--- src/rtl/prime_candidate_gen.sv ---
// Purpose: packs random LFSR chunks into an odd, full-width candidate and rejects multiples of 3.
// Latency: NUM_CHUNKS+2 cycles from start to cand_valid; each reject adds NUM_CHUNKS+1 cycles.
// Backpressure: the candidate is held in HOLD until cand_ready; start is ignored while busy.
module prime_candidate_gen #(
    parameter int WORD_WIDTH    = 32,
    parameter int CAND_WIDTH    = 32,
    parameter int REJ_CNT_WIDTH = 8
) (
    input  logic                     clk,
    input  logic                     rst,
    input  logic                     start,
    input  logic [WORD_WIDTH/2-1:0]  rand_in,
    output logic                     cand_valid,
    input  logic                     cand_ready,
    output logic [CAND_WIDTH-1:0]    cand_out,
    output logic                     busy,
    output logic [REJ_CNT_WIDTH-1:0] reject_cnt
);

    localparam int CW         = WORD_WIDTH / 2;
    localparam int NUM_CHUNKS = CAND_WIDTH / CW;
    localparam int IDX_W      = (NUM_CHUNKS > 1) ? $clog2(NUM_CHUNKS) : 1;

    typedef enum logic [1:0] {
        IDLE    = 2'd0,
        COLLECT = 2'd1,
        CHECK   = 2'd2,
        HOLD    = 2'd3
    } state_t;

    state_t             state;
    logic [IDX_W-1:0]   idx;
    logic [1:0]         residue;
    logic [CW-1:0]      forced;
    logic [1:0]         chunk_res;
    logic               last_chunk;

    // (a + b) mod 3 for operands already reduced to 0..2 (or a raw base-4 digit 0..3)
    function automatic logic [1:0] add_mod3(input logic [1:0] a, input logic [1:0] b);
        logic [2:0] s;
        s = {1'b0, a} + {1'b0, b};
        if (s >= 3'd3) begin
            s = s - 3'd3;
        end
        if (s >= 3'd3) begin
            s = s - 3'd3;
        end
        return s[1:0];
    endfunction

    // Since 4 == 1 (mod 3), a value mod 3 is the sum of its base-4 digits mod 3
    function automatic logic [1:0] mod3(input logic [CW-1:0] v);
        logic [1:0] r;
        r = 2'd0;
        for (int k = 0; k < CW / 2; k++) begin
            r = add_mod3(r, v[2*k +: 2]);
        end
        return r;
    endfunction

    assign last_chunk = (idx == IDX_W'(NUM_CHUNKS - 1));

    // Force odd LSB on the first chunk and the MSB on the last chunk
    always_comb begin
        forced = rand_in;
        if (idx == '0) begin
            forced[0] = 1'b1;
        end
        if (last_chunk) begin
            forced[CW-1] = 1'b1;
        end
    end

    assign chunk_res = mod3(forced);

    // Control FSM with registered outputs and the candidate datapath
    always_ff @(posedge clk or posedge rst) begin
        if (rst) begin
            state      <= IDLE;
            idx        <= '0;
            residue    <= 2'd0;
            cand_valid <= 1'b0;
            cand_out   <= '0;
            busy       <= 1'b0;
            reject_cnt <= '0;
        end else begin
            case (state)
                IDLE: begin
                    if (start) begin
                        state   <= COLLECT;
                        idx     <= '0;
                        residue <= 2'd0;
                        busy    <= 1'b1;
                    end
                end
                COLLECT: begin
                    for (int i = 0; i < NUM_CHUNKS; i++) begin
                        if (idx == IDX_W'(i)) begin
                            cand_out[i*CW +: CW] <= forced;
                        end
                    end
                    residue <= add_mod3(residue, chunk_res);
                    if (last_chunk) begin
                        state <= CHECK;
                    end else begin
                        idx <= idx + IDX_W'(1);
                    end
                end
                CHECK: begin
                    if (residue == 2'd0) begin
                        if (reject_cnt != '1) begin
                            reject_cnt <= reject_cnt + REJ_CNT_WIDTH'(1);
                        end
                        idx     <= '0;
                        residue <= 2'd0;
                        state   <= COLLECT;
                    end else begin
                        cand_valid <= 1'b1;
                        state      <= HOLD;
                    end
                end
                HOLD: begin
                    if (cand_ready) begin
                        cand_valid <= 1'b0;
                        busy       <= 1'b0;
                        state      <= IDLE;
                    end
                end
                default: begin
                    state      <= IDLE;
                    cand_valid <= 1'b0;
                    busy       <= 1'b0;
                end
            endcase
        end
    end

endmodule

--- config.mk ---
export PLATFORM = sky130hd
export DESIGN_NAME = prime_candidate_gen
export DESIGN_NICKNAME = d
export VERILOG_FILES = /design/src/rtl/prime_candidate_gen.sv
export SDC_FILE = /design/constraint.sdc
export NUM_CORES = 1
export LEC_CHECK = 0
export ABC_CLOCK_PERIOD_IN_PS = 21600
export BUFFER_PORTS_ARGS = -buffer_cell sky130_fd_sc_hd__buf_2
export CORE_ASPECT_RATIO = 0.6
export CORE_MARGIN = 1.5
export CORE_UTILIZATION = 25
export CTS_CLUSTER_DIAMETER = 60
export DETAILED_ROUTE_END_ITERATION = 7
export PLACE_DENSITY_LB_ADDON = 0.2
export SLEW_MARGIN = 25
export SYNTH_ARGS = -nofsm -noshare
export SYNTH_HDL_FRONTEND = slang
export SYNTH_SLANG_ARGS = --single-unit
--- constraint.sdc ---
create_clock -name clk -period 21.6 [get_ports clk]
set_input_delay 3.24 -clock clk [delete_from_list [all_inputs] [get_ports clk]]
set_output_delay 3.24 -clock clk [all_outputs]
set_load 0.02 [all_outputs]
Word level (Yosys, flattened, before mapping) --
Index checks and enable logic that the tools add are counted. Widths: inputs -> output; s select.
Operators by class: add/subtract/negate cells 28, magnitude comparators 18, equality and inequality tests 9, mux-type cells 38, bitwise gates (word level) 1, reductions and logical operators 12
Operators by type and width (count):
- $ge 3x2->1 const B | 17
- $mux 2 | 15
- $mux 3 | 10
- $add 2x2->3 | 8
- $sub 3x2->3 const B | 8
- $sub 2x2->2 const B | 9
- $reduce_and 3->1 | 5
- $ne 2x2->1 const B | 5
- $add 8x1->8 const B | 1
- $mux 1 | 8
- $ne 8x8->1 const B | 1
- $pmux 2 s4 | 1
- $pmux 2 s3 | 1
- $eq 2x2->1 const B | 2
- $logic_not 2->1 | 2
- $pmux 1 s2 | 2
- $reduce_and 2->1 | 2
- $reduce_bool 2->1 | 2
- $pmux 1 s3 | 1
- $reduce_bool 3->1 | 1
- $sub 2x2->3 const B | 1
- $eq 2x1->1 const B | 1
- $ge 2x2->1 const B | 1
- $add 1x1->1 const B | 1
- $not 1->1 | 1
Storage, ports and cells: bits in registers 47, input port bits 20, output and inout port bits 42, logic and storage cells 114

Depth between registers and ports, before layout --
Gate-level depths: netlist of the first run.
depth after elaboration 47, mapped depth 90, mapped depth without buffers 90

Least setup slack after synthesis of the first run --
No wires, ideal clock.
kind input port to flip-flop, start input rand_in[0], end register residue[1], library setup time 0.110 ns, arrival 21.036 ns, data required time 21.490 ns, setup slack 0.454 ns, stages on the path 82, path buffers 0, cell sequence inv_1 a21oi_1 ha_1 fa_1 ha_1 ha_1 nor3_1 nor2_1 ha_1 or3_1 nand3_1 o21ai_0 ha_1 fa_1 ha_1 ha_1 nor3_1 nor2_1 [46 not listed] ha_1 ha_1 or3_1 a21oi_1 ha_1 a31oi_1 nand2_1 mux2_2 fa_1 ha_1 ha_1 nor3_1 a21oi_1 ha_1 or4_1 o41ai_1 nor2_1 o41ai_1
Between the ends: word-level cells in the longest chain between the ends 47, elaborated cells on any way between the ends 65, classes of those cells add/sub (26); order compare (18); mux (21)
Ends and longest elaborated chain:
- start, declared | RTL line 12 | input logic [WORD_WIDTH/2-1:0] rand_in,
- $mux 1 * | RTL line 66 | if (idx == '0) begin
- $sub 2x2->3 or $ge 2x2->1 (tied branches) | RTL line 43, 42
- $mux 3 * | RTL line 42 | if (s >= 3'd3) begin
- $ge 3x2->1 or $sub 2x2->2 (tied branches) | RTL line 45, 46
- $mux 2 * | RTL line 45 | if (s >= 3'd3) begin
- $add 2x2->3 * | RTL line 41 | s = {1'b0, a} + {1'b0, b};
- $sub 3x2->3 or $ge 3x2->1 (tied branches) | RTL line 43, 42
- $mux 3 * | RTL line 42
- [31 not listed]
- $mux 2 * | RTL line 45
- $add 2x2->3 * | RTL line 41
- $sub 3x2->3 or $ge 3x2->1 (tied branches) | RTL line 43, 42
- $mux 3 * | RTL line 42
- $mux 3 * | RTL line 87 | case (state)
- $ge 3x2->1 or $sub 2x2->2 (tied branches) | RTL line 45, 46
- $mux 2 * | RTL line 45
- $pmux 2 s3 * | RTL line 87
- end signal, assigned | RTL line 102 | residue <= add_mod3(residue, chunk_res);
- end, declared | RTL line 33 | logic [1:0] residue;
Every way passes the cells marked *; elsewhere a longest branch is shown, timed or not. The select of a mux whose other input is x is not followed. A chain may end at the register's enable or synchronous reset.

Final worst setup path of the first run --
Same ends and word-level chain as after synthesis.

==> results of run 1 <==
timing repair:
item	CTS	global route
setup endpoints to repair	1	2
pin swaps	0	38
buffers inserted	0	4
hold buffers	0	0
endpoints found under the hold margin	0	0
gates resized for setup	2	79
placed cells by master, fill, tap and decap left out, types with 7 or more instances in the layout:
cell type	instances
buf_2	61
dfrtp_1	47
mux2_2	35
buf_4	31
nor2_1	23
a21oi_1	20
ha_2	20
nand2_1	18
inv_1	14
o21ai_0	12
ha_4	9
a21oi_2	7
fa_1	7
cells by family (layout without fill, tap and decap cells):
| group | Yosys count | count (layout) | share of synthesized area, % |
|---|---|---|---|
| mux | 39 | 39 | 13.4 |
| simple gates | 97 | 97 | 16.0 |
| flops | 47 | 47 | 36.3 |
| compound gates | 66 | 66 | 12.0 |
| fa+ha+maj | 41 | 41 | 17.7 |
| xor+xnor | 6 | 6 | 1.85 |
| buf+inv | 21 | 116 | 2.85 |
through the flow:
step | std cells | utilization (%) | area [um^2]
4_1_cts | 573 | 33.3 | 4110
3_5_place_dp | 565 | 31.9 | 3930
3_3_place_gp | 565 | 31.8 | 3930
5_1_grt | 577 | 36.4 | 4490
6_report | 577 | 36.4 | 4490
2_1_floorplan | 317 | - | 3240
cell type report:
type / instances / area (um^2)
clock buffers: 5 / 125
multi-input cells: 249 / 2340
fillers: 1252 / 7840
flip-flops and latches: 47 / 1180
clock inverters: 3 / 43.8
repair buffers: 92 / 538
inverters: 16 / 62.6
well taps: 165 / 206
layer usage:
layer	routed length, um	share of wire, %	up-vias	global-route usage (%)
li1	-	-	1349	-
met1	4230	51	1321	17.8
met2	3590	43	64	17.1
met3	417	5.0	4	2.91
met4	34	0.41	0	2.04
met5	0	0	-	0
worst min path at each step:
| stage | start | to | slack, ps | cells after the start |
|---|---|---|---|---|
| after floorplan | cand_out[31] | cand_out[31] | 580 | 1 |
| after global placement | cand_out[0] | cand_out[0] | 450 | 1 |
| after CTS | cand_out[0] | cand_out[0] | 480 | 1 |
| final | cand_out[31] | cand_out[31] | 470 | 1 |
| after detailed placement | cand_out[0] | cand_out[0] | 460 | 1 |
| after global routing | cand_out[31] | cand_out[31] | 500 | 1 |
registers in the layout (all words and copies together), names as in the netlist:
| signal | flops |
|---|---|
| cand_valid | 1 |
| cand_out | 32 |
| reject_cnt | 8 |
| idx | 1 |
| residue | 2 |
| state | 2 |
| busy | 1 |
==> qor.csv, run 1 <==
stage,metric,value,unit
critical_path,critical path type,in -> reg,
yosys,sequential share of the synthesized area,36.3,%
yosys,most frequent cells after synthesis,"47 x dfrtp_1, 35 x mux2_2, 33 x ha_1",
final_layout,Layout area overhead,38.4,%
critical_path,R2R Path End,residue[1],
critical_path,worst reg-to-reg setup slack,3090,ps
global_routing,overall global routing resource usage,11.9,%
global_routing,initial antenna violation count,0,
detailed_routing,Iter 0 DRT Violations,140,
sta,hold_ws,471,ps
placement,Final Wtd Congestion,0.772,
critical_path,Crit Path Max Fanout,5,
sta,Worst slew margin,58.3,%
critical_path,crit-path max cell delay,600,ps
clock_network,Max Root-Sink Buffers,2,
critical_path,Crit. Startpoint,rand_in[0],
floorplanning,Site Rows,31,
floorplanning,Starting Density,26.3,%
critical_path,Crit path top cell by count,ha_2,
global_routing,global-route wire length before repair,12800,um
floorplanning,io pins,62,
clock_network,CTS tree,built,
detailed_routing,wire per inst,14.3,um
clock_network,Skew-Pair Late Insertion Delay,290,ps
sta,min cycle time layout,20970,ps
yosys,most instantiated library cell after synthesis,dfrtp_1,
global_routing,gr ovfl total,0,
sta,Fin Setup TNS,0,ps
sta,endpoints failing setup,0,
yosys,cell taking the most area after synthesis,dfrtp_1,
yosys,#FFs+latches synth,47,
final_layout,share of cells above drive strength 1,51.9,%
critical_path,CP bufs+invs,6,
detailed_routing,Via density,4.75,
detailed_routing,post-route ant nets,0,
yosys,yosys warns,0,
global_routing,largest net degree at the start of global routing,48,
clock_network,Clock Sinks,47,
critical_path,worst r2r src,idx,
floorplanning,Die H,91.2,um
clock_network,CTS root buf,clkbuf_16,
global_routing,vias in the first global route,2578,
detailed_routing,vias after detailed routing,2738,
critical_path,crit path DAT,21170,ps
yosys,synth unique cells,43,
yosys,synthesized area,3240,um^2
clock_network,Clock Pin Slew Worst Setup and Hold Paths,70,ps
critical_path,crit end category,flop,
sta,period utilization,97.1,%
clock_network,total CTS buffers,5,
critical_path,Critical Path RT,21800,ps
detailed_routing,DRC Markers,0,
critical_path,startpoint types,primary input,
critical_path,stages on the worst setup path,90,
sta,fin. max-slew vios,0,
detailed_routing,DRT Wirelength,8270,um
sta,clk_skew,4.66,ps
critical_path,crit path to,residue[1],
yosys,Syn Nets,378,
final_layout,nets,472,
placement,Port Buffers,61,
clock_network,CTS HTree Levels,2,
placement,Place WS,-299,ps
yosys,post-synth top area share,36.3,%
floorplanning,full die area,13700,um^2
detailed_routing,Initial DRT Pass Iterations,4,
floorplanning,die width,150,um
yosys,ranking of synthesized cells by area,"dfrtp_1 36%, ha_1 13%, mux2_2 12%",
floorplanning,core box area,12300,um^2
placement,HPWL after DPL,5820,um
yosys,Post-synth EDFFs,0,
sta,Worst-Margin Slew,626,ps
run,Max Cap Viol,0,
sta,Final Hold Viols,0,
yosys,Synth async-reset ratio,100,%
hold_path,worst min-delay path category,reg -> reg,
sta,f_max,47.7,MHz
sta,setup ws final,630,ps
run_status,run status,"complete, no violations",
critical_path,FF-to-FF path depth,88,
final_layout,Antenna Diode Count,0,
yosys,post-synthesis cell count,317,
yosys,Syn Area/Cell,10.2,um^2
yosys,Synth Flop Type,dfrtp_1,
critical_path,"Largest delay share family, worst path",adder cells,
critical_path,Worst path slowest cell,fa_2,
Power of run 1 is not shown: default switching activity piles up to over one toggle a cycle in this logic, so the estimate is an artifact.
==> inputs of run 2 (changes only) <==
--- a/config.mk
+++ b/config.mk
@@ -9,7 +9,7 @@
 export BUFFER_PORTS_ARGS = -buffer_cell sky130_fd_sc_hd__buf_2
 export CORE_ASPECT_RATIO = 0.6
 export CORE_MARGIN = 1.5
-export CORE_UTILIZATION = 25
+export CORE_UTILIZATION = 56
 export CTS_CLUSTER_DIAMETER = 60
 export DETAILED_ROUTE_END_ITERATION = 7
 export PLACE_DENSITY_LB_ADDON = 0.2
==> run 2 against run 1 <==
Effect of this change: hold slack worse by 2.3 ps; final area up 0.64%; final cell count down 14%; highest routed layer unchanged.
==> qor.csv, run 2 (same netlist as run 1, synthesis figures left out) <==
stage,metric,value,unit,change
floorplanning,core box area,5570,um^2,-55%
critical_path,Critical Path RT,21810,ps,about the same
global_routing,met3 usage,5.93,%,+3.0 points
global_routing,vias in the first global route,2599,,+0.81%
final_layout,"commonest non-fill, non-tap cells in the layout","60 x buf_2, 47 x dfrtp_1, 33 x mux2_2, 31 x buf_4, 20 x ha_2",,
critical_path,Crit Path Max Fanout,5,,unchanged
run,Max Cap Viol,0,,unchanged
global_routing,overall global routing resource usage,25.8,%,+14 points
placement,HPWL after DPL,5420,um,-7.0%
critical_path,Crit path top cell by count,ha_2,,
final_layout,Layout fillers,351,,-72%
clock_network,total CTS buffers,5,,unchanged
sta,setup ws final,42.6,ps,-587 ps
sta,Fin Setup TNS,0,ps,unchanged
clock_network,CTS HTree Levels,2,,unchanged
sta,min cycle time layout,21560,ps,+587 ps
floorplanning,die width,101,um,-33%
global_routing,initial antenna violation count,0,,unchanged
critical_path,worst reg-to-reg setup slack,2490,ps,-600 ps
clock_network,Clock Sinks,47,,unchanged
final_layout,Final Util,81.2,%,+45 points
sta,Final Hold Viols,0,,unchanged
sta,RSZ-0062 raised after global routing,yes,,
hold_path,worst min-delay path category,reg -> reg,,
final_layout,Antenna Diode Count,0,,unchanged
clock_network,CTS tree,built,,
floorplanning,full die area,6270,um^2,-54%
detailed_routing,Initial DRT Pass Iterations,5,,+1
placement,Final Wtd Congestion,0.819,,+6.2%
global_routing,gr ovfl total,0,,unchanged
sta,period utilization,99.8,%,+2.7 points
sta,Worst slew margin,28.4,%,-30 points
clock_network,Max Root-Sink Buffers,2,,unchanged
critical_path,critical path type,in -> reg,,
detailed_routing,wire per inst,18.5,um,+29%
sta,fin. max-slew vios,0,,unchanged
final_layout,Layout area overhead,39.3,%,
sta,clk_skew,9.90,ps,+5.24 ps
floorplanning,io pins,62,,unchanged
detailed_routing,DRC Markers,0,,unchanged
critical_path,startpoint types,primary input,,
clock_network,CTS root buf,clkbuf_8,,
critical_path,crit-path max cell delay,600,ps,about the same
critical_path,crit path DAT,21770,ps,+600 ps
global_routing,largest net degree at the start of global routing,48,,unchanged
sta,f_max,46.4,MHz,-2.7%
detailed_routing,DRT Wirelength,9150,um,+11%
global_routing,GR Util met2,42.7,%,+26 points
floorplanning,Site Rows,21,,-32%
final_layout,Largest regs,"cand_out x32, reject_cnt x8",,
sta,hold_ws,468,ps,-2.34 ps
critical_path,crit end category,flop,,
global_routing,global-route wire length before repair,12400,um,-3.3%
global_routing,routing usage on met1,35.1,%,+17 points
detailed_routing,post-route ant nets,0,,unchanged
floorplanning,Starting Density,58.2,%,+32 points
sta,endpoints failing setup,0,,unchanged
sta,Worst-Margin Slew,1070,ps,+447 ps
final_layout,Largest register FFs,32,,unchanged
clock_network,Clock Pin Slew Worst Setup and Hold Paths,100,ps,+30 ps
final_layout,share of cells above drive strength 1,56.0,%,+4.1 points
clock_network,Skew-Pair Late Insertion Delay,310,ps,+20 ps
run_status,run status,"complete, no violations",,
detailed_routing,Via density,6.04,,+27%
detailed_routing,vias after detailed routing,2996,,+9.4%
placement,Port Buffers,61,,unchanged
floorplanning,Die H,62.0,um,-32%
final_layout,nets,476,,+0.85%
global_routing,most used routing layer,met2,,
final_layout,"commonest non-fill, non-tap cell in the layout",buf_2,,
final_layout,Reg with most FFs,cand_out,,
critical_path,Worst path slowest cell,fa_2,,
placement,Place WS,-634,ps,-335 ps
detailed_routing,Iter 0 DRT Violations,202,,+44%
## run 2: worst max-delay path, delay by kind of cell
kind | cells | cell delay [ps]
XOR/XNOR | 1 | 210
multiplexers | 2 | 700
adder cells (fa/ha/maj) | 38 | 9960
AND/OR/NAND/NOR | 23 | 4580
AO/OA/AOI/OAI | 18 | 2370
buffers and inverters | 6 | 670
## run 2: layout make-up
| type | count | area [um^2] | share of cell area [%] |
|---|---|---|---|
| multi-input cells | 249 | 2480 | 54.8 |
| flip-flops and latches | 47 | 1180 | 26.0 |
| repair buffers | 96 | 598 | 13.2 |
| well taps | 80 | 100 | 2.21 |
| clock buffers | 7 | 96.3 | 2.13 |
| inverters | 16 | 63.8 | 1.41 |
| clock inverters | 1 | 7.51 | 0.166 |
## run 2: repair_timing
| item | 4_1_cts | 5_1_grt |
|---|---|---|
| pin swaps | 7 | 65 |
| setup buffers | 2 | 19 |
| hold buffers | 0 | 0 |
| setup endpoints to repair | 2 | 2 |
| gates cloned | 0 | 0 |
| resized for setup | 14 | 103 |
## run 2: final timing paths
check,startpoint,endpoint,cells after the start
max,rand_in[0],residue[1],88
min,cand_out[0],cand_out[0],1
max reg2reg,idx,residue[1],86
min reg2reg,cand_out[0],cand_out[0],1
max in group asynchronous,rst,cand_out[26],2
min in group asynchronous,rst,residue[0],2
## run 2: per-layer routing
metal / vias up / part of all wire (%)
met5: - / 0
met4: 0 / 3.2
met3: 32 / 5.9
met2: 133 / 47
met1: 1477 / 44
li1: 1354 / -
## run 2: through the flow
stage	std cells	instance area, um^2
after global routing	496	4520
final	496	4520
after detailed placement	467	3720
after CTS	477	3890
after global placement	467	3720
after floorplan	317	3240
Power of run 2 is left out for the same reason.
